File: src/rtl/frog_pkg.sv
// Shared constants and FSM state encoding for the frog game collision controller.
package frog_pkg;

  localparam int GRID_W    = 20;
  localparam int POS_W     = 5;
  localparam int ROW_W     = 4;
  localparam int MAX_LEVEL = 15;

  typedef enum logic [1:0] {
    S_PLAY  = 2'd0,
    S_HIT   = 2'd1,
    S_LEVEL = 2'd2,
    S_OVER  = 2'd3
  } state_t;

endpackage

File: src/rtl/lane_hit.sv
// Single-lane collision compare: frog on this lane's row and car in the frog's column.
// COLLISION_WIDE_HITBOX_EN widens the hitbox to the neighbouring columns, wrapping 19<->0.
module lane_hit
  import frog_pkg::*;
#(
  parameter int ROW = 1
) (
  input  logic [POS_W-1:0] car_x,
  input  logic [POS_W-1:0] frog_x,
  input  logic [ROW_W-1:0] frog_y,
  output logic             hit
);

  logic row_match;
  logic col_match;

`ifdef COLLISION_WIDE_HITBOX_EN
  logic [POS_W-1:0] left_x;
  logic [POS_W-1:0] right_x;

  always_comb begin
    left_x    = (frog_x == '0) ? POS_W'(GRID_W - 1) : frog_x - 1'b1;
    right_x   = (frog_x == POS_W'(GRID_W - 1)) ? '0 : frog_x + 1'b1;
    col_match = (car_x == frog_x) || (car_x == left_x) || (car_x == right_x);
  end
`else
  always_comb col_match = (car_x == frog_x);
`endif

  always_comb begin
    row_match = (32'(frog_y) == ROW);
    hit       = row_match & col_match;
  end

endmodule

File: src/rtl/collision_ctrl.sv
// Frog game referee: detects car collisions and goal arrival, tracks lives/level, sequences freezes.
// Optional COLLISION_WIDE_HITBOX_EN (inside lane_hit) enables a +/-1 column hitbox.
module collision_ctrl
  import frog_pkg::*;
#(
  parameter int NUM_LANES   = 4,
  parameter int LANE_ROW0   = 1,
  parameter int START_LIVES = 3,
  parameter int HIT_HOLD    = 8
) (
  input  logic                     i_Clk,
  input  logic                     i_Reset,
  input  logic                     i_tick,
  input  logic [NUM_LANES*5-1:0]   i_car_x,
  input  logic [4:0]               i_frog_x,
  input  logic [3:0]               i_frog_y,
  input  logic                     i_start,
  output logic                     o_hit,
  output logic                     o_level_up,
  output logic                     o_frog_reset,
  output logic [1:0]               o_lives,
  output logic [3:0]               o_level,
  output logic                     o_freeze,
  output logic                     o_game_over
);

  logic [NUM_LANES-1:0] lane_hits;
  logic                 any_hit;

  for (genvar k = 0; k < NUM_LANES; k++) begin : g_lane
    lane_hit #(.ROW(LANE_ROW0 + k)) u_lane_hit (
      .car_x  (i_car_x[5*k +: POS_W]),
      .frog_x (i_frog_x),
      .frog_y (i_frog_y),
      .hit    (lane_hits[k])
    );
  end

  assign any_hit = |lane_hits;

  state_t     state, state_nx;
  logic [1:0] lives, lives_nx;
  logic [3:0] level, level_nx;
  logic [7:0] hold, hold_nx;
  logic       hit_nx, level_up_nx, frog_reset_nx, freeze_nx, game_over_nx;

  always_comb begin
    state_nx      = state;
    lives_nx      = lives;
    level_nx      = level;
    hold_nx       = hold;
    hit_nx        = 1'b0;
    level_up_nx   = 1'b0;
    frog_reset_nx = 1'b0;

    unique case (state)
      S_PLAY: begin
        if (i_tick) begin
          // Collision wins over goal; the lane rows never include row 0 anyway.
          if (any_hit) begin
            hit_nx = 1'b1;
            if (lives <= 2'd1) begin
              lives_nx = 2'd0;
              state_nx = S_OVER;
            end else begin
              lives_nx = lives - 2'd1;
              hold_nx  = 8'(HIT_HOLD);
              state_nx = S_HIT;
            end
          end else if (i_frog_y == '0) begin
            level_up_nx   = 1'b1;
            frog_reset_nx = 1'b1;
            if (level < 4'(MAX_LEVEL)) level_nx = level + 4'd1;
            state_nx = S_LEVEL;
          end
        end
      end
      S_LEVEL: begin
        if (i_tick) state_nx = S_PLAY;
      end
      S_HIT: begin
        if (i_tick) begin
          if (hold <= 8'd1) begin
            hold_nx       = 8'd0;
            frog_reset_nx = 1'b1;
            state_nx      = S_PLAY;
          end else begin
            hold_nx = hold - 8'd1;
          end
        end
      end
      S_OVER: begin
        if (i_start) begin
          lives_nx      = 2'(START_LIVES);
          level_nx      = 4'd1;
          frog_reset_nx = 1'b1;
          state_nx      = S_PLAY;
        end
      end
      default: state_nx = S_PLAY;
    endcase

    freeze_nx    = (state_nx == S_HIT) || (state_nx == S_OVER);
    game_over_nx = (state_nx == S_OVER);
  end

  // Register stage: every output is a flop, one cycle after the sampled tick.
  always_ff @(posedge i_Clk) begin
    if (i_Reset) begin
      state        <= S_PLAY;
      lives        <= 2'(START_LIVES);
      level        <= 4'd1;
      hold         <= 8'd0;
      o_hit        <= 1'b0;
      o_level_up   <= 1'b0;
      o_frog_reset <= 1'b0;
      o_freeze     <= 1'b0;
      o_game_over  <= 1'b0;
    end else begin
      state        <= state_nx;
      lives        <= lives_nx;
      level        <= level_nx;
      hold         <= hold_nx;
      o_hit        <= hit_nx;
      o_level_up   <= level_up_nx;
      o_frog_reset <= frog_reset_nx;
      o_freeze     <= freeze_nx;
      o_game_over  <= game_over_nx;
    end
  end

  assign o_lives = lives;
  assign o_level = level;

endmodule

File: config.mk
export PLATFORM = sky130hd
export DESIGN_NAME = collision_ctrl
export DESIGN_NICKNAME = d
export VERILOG_FILES = /design/src/rtl/frog_pkg.sv /design/src/rtl/lane_hit.sv /design/src/rtl/collision_ctrl.sv
export SDC_FILE = /design/constraint.sdc
export NUM_CORES = 1
export LEC_CHECK = 0
export BUFFER_PORTS_ARGS = -buffer_cell sky130_fd_sc_hd__buf_2
export CORE_MARGIN = 4
export CORE_UTILIZATION = 40
export DETAILED_ROUTE_END_ITERATION = 7
export PLACE_DENSITY = 0.65
export SLEW_MARGIN = 15
export SYNTH_ARGS = -nofsm -noshare
export SYNTH_HDL_FRONTEND = slang
export SYNTH_SLANG_ARGS = --single-unit
File: constraint.sdc
create_clock -name i_Clk -period 4.8 [get_ports i_Clk]
set_clock_uncertainty 0.15 [all_clocks]
set_input_delay 0.72 -clock i_Clk [delete_from_list [all_inputs] [get_ports i_Clk]]
set_output_delay 0.72 -clock i_Clk [all_outputs]
set_load 0.01 [all_outputs]
==> impl_metrics.tcl <==
set metrics [dict create \
    ys_ff_latch 21 \
    syn_to_final_growth_pct 20.1 \
    fin_crit_ns 2.48 \
    slew-limit-headroom_pct 51.5 \
    hold_violations 0 \
    vias 1409 \
    ys_seq_area_share_pct 30.1 \
    postCtsHoldBufs 0 \
    io-pin-count 44 \
    cp-start-kind "primary input" \
    cts_resized 0 \
    endpoint "hold[1]$_SDFFE_PP0P_" \
    wl_per_cell_um 12.6 \
    regArea_um2 420 \
    core_area_um2 3360 \
    die_w_um 67.1 \
    rsz0062_at_grt "false" \
    first_global_vias 1208 \
    rr_endpoint "hold[5]$_SDFFE_PP0P_" \
    power_mw 0.324 \
    path_clk_slew_ns 0.13 \
    routed_via_density 5.28 \
    critPathMaxFanout 17 \
    avgSynthCellArea_um2 7.79 \
    ir_drop_mv 0.109 \
    synth.cell_area_um2 1400 \
    min_period_over_period_pct 51.7 \
    cts_buffers 3 \
    initial_utilization_pct 41.5 \
    slew_violations 0 \
    synth_nets 215 \
    die_y_um 67.1 \
    cts_tree "done" \
    antennaDiodeCount 0 \
    status "complete, no violations" \
    cts_sinks 21 \
    synth_top_area_share_pct 30.1 \
    port_buffers 43 \
    nets 258 \
    synthDistinctLibCells 39 \
    setup_tns_ns 0 \
    hp-class "flop to flop" \
    drt_iter0_drc 54 \
    grt_overflow_total 0 \
    swShare_pct 27.9 \
    pwr_density_cell_nw_per_um2 194 \
    multi_input_area_um2 928 \
    ff2ff_setup_slack_ns 2.43 \
    drc 0 \
    drive_gt1_share_pct 24.9 \
    clockRootBuffer "clkbuf_4" \
    cts_max_path_buffers 2 \
    cp.required_ns 4.87 \
    drtAntennaViolNets 0 \
    final_common_cell "buf_2" \
    gp_congestion 0.801 \
    dieArea_um2 4500 \
    clock_latency_ns 0.31 \
    p_int_mw 0.234 \
    worstSetupPathType "primary input to flop" \
    cts_max_level 1 \
    dr.pass1.iters 4 \
    worstMarginPinSlew_ns 0.721 \
    grt_pass1_wl_um 5330 \
    place_hpwl_um 2690 \
    grt_use_total_pct 15.0 \
    synth_area_leaders "dfxtp_1 (30%), xnor2_1 (6.9%), xor2_1 (6.3%)" \
    num_rows 21 \
    fmax_mhz 403 \
    startpoint "i_frog_x[3]" \
    fillCellCount 359 \
    p_switching_mw 0.0905 \
    worstPathArrival_ns 2.55 \
    finalSetupViolCount 0 \
    drt-total-wl_um 3360 \
    pwr-share-comb_pct 18.2 \
    seq_power_share_pct 54.6 \
    grt_max_degree 18 \
    post_cts_buffers 0 \
    postSynthCellCount 179 \
    p_leak_nw 0.680 \
    layout_common_cells "buf_2 (43), nand2_1 (22), dfxtp_1 (21), nor2_1 (14), a21oi_1 (13)" \
    clockPowerShare_pct 27.2 \
    yosysTopAreaCell "dfxtp_1" \
    antenna_found_initial 0 \
    reg2reg_from "hold[2]$_SDFFE_PP0P_" \
    max-cap-violations 0 \
    synth_warnings 0 \
    endpoint_kind "flop" \
    reg2regPathDepth 6 \
]
[per-stage QoR]
stage	hold slack, ns	cell area, µm²	utilization (%)	setup WS, ns	std cells
after floorplan	0.314	1400	-	2.38	179
after global placement	0.332	1650	49.0	2.00	263
after detailed placement	0.335	1650	49.0	1.97	263
after CTS	0.354	1680	49.8	2.31	267
after global routing	0.395	1680	49.8	2.25	267
final	0.350	1680	49.8	2.32	267
[how the worst min path moves through the flow]
stage                            startpoint                      end  slack [ns]  cells after the start
finish              o_level[1]$_SDFFE_PP0P_  o_level[1]$_SDFFE_PP0P_        0.35                      2
global placement    o_level[1]$_SDFFE_PP0P_  o_level[1]$_SDFFE_PP0P_        0.33                      2
detailed placement  o_level[1]$_SDFFE_PP0P_  o_level[1]$_SDFFE_PP0P_        0.34                      2
CTS                 o_level[1]$_SDFFE_PP0P_  o_level[1]$_SDFFE_PP0P_        0.35                      2
global route        o_lives[0]$_SDFFE_PP1P_  o_lives[0]$_SDFFE_PP1P_        0.40                      2
floorplan              hold[7]$_SDFFE_PP0P_     hold[7]$_SDFFE_PP0P_        0.31                      2
[Yosys cell counts, drive strengths merged]
master and count:
a21boi 1, a21oi 13, a311oi 1, a31oi 3
a32oi 1, and2 3, and3 1, buf 2
clkbuf 4, dfxtp 21, ha 3, inv 5
mux2 2, mux2i 1, nand2 22, nand2b 1
nand3 10, nand4 5, nor2 14, nor2b 1
nor3 10, nor4 5, nor4b 2, o211ai 5
o21ai 10, o221ai 1, o22a 1, o31ai 1
or3 4, or3b 2, or4 3, xnor2 11
xor2 10
[worst max-delay path: stages]
cell,delay [ns]
buf_2,0.14
xor2_1,0.16
or4_4,0.53
nor4_4,0.16
nor4_2,0.05
buf_4,0.20
o21ai_2,0.23
mux2_2,0.35
[power groups by stage]
stage	Combinational (mW)	Clock, mW	Sequential, mW
floorplan	0.0339	0	0.181
global placement	0.0591	0	0.181
detailed placement	0.0589	0	0.181
CTS	0.0592	0.0907	0.177
global route	0.0653	0.0985	0.178
finish	0.0589	0.0883	0.177
[cell type report]
| cell class | instances | share of cell area [%] |
|---|---|---|
| clock inverter | 1 | 0.299 |
| timing repair buffer | 44 | 13.3 |
| sequential | 21 | 25.1 |
| clock buffer | 3 | 1.34 |
| multi-input combinational | 147 | 55.4 |
| inverter | 5 | 1.12 |
| tap | 46 | 3.44 |
[metal layers]
metal / part of all wire (%) / track usage [%] / vias up
li1: - / - / 726
met1: 48 / 20.4 / 635
met2: 46 / 24.8 / 46
met3: 5.7 / 2.53 / 2
met4: 0.24 / 3.04 / 0
met5: 0 / 0 / -
[logic make-up (layout without fill, tap and decap cells)]
| kind of cell | Yosys count | in the layout | synth area share, % |
|---|---|---|---|
| XOR/XNOR | 21 | 21 | 13.2 |
| adder cells (fa/ha/maj) | 3 | 3 | 2.69 |
| multiplexers | 3 | 3 | 2.33 |
| AND/OR/NAND/NOR | 83 | 83 | 31.7 |
| buffers and inverters | 11 | 53 | 3.32 |
| AO/OA/AOI/OAI | 37 | 37 | 16.6 |
| flip-flops | 21 | 21 | 30.1 |
[sequential cells by signal, indices dropped and copies added (netlist names)]
signal / count
hold: 8
o_level: 4
o_lives: 2
state: 2
o_freeze: 1
o_frog_reset: 1
o_game_over: 1
o_hit: 1
o_level_up: 1
Power figures use the tool's default switching activity.
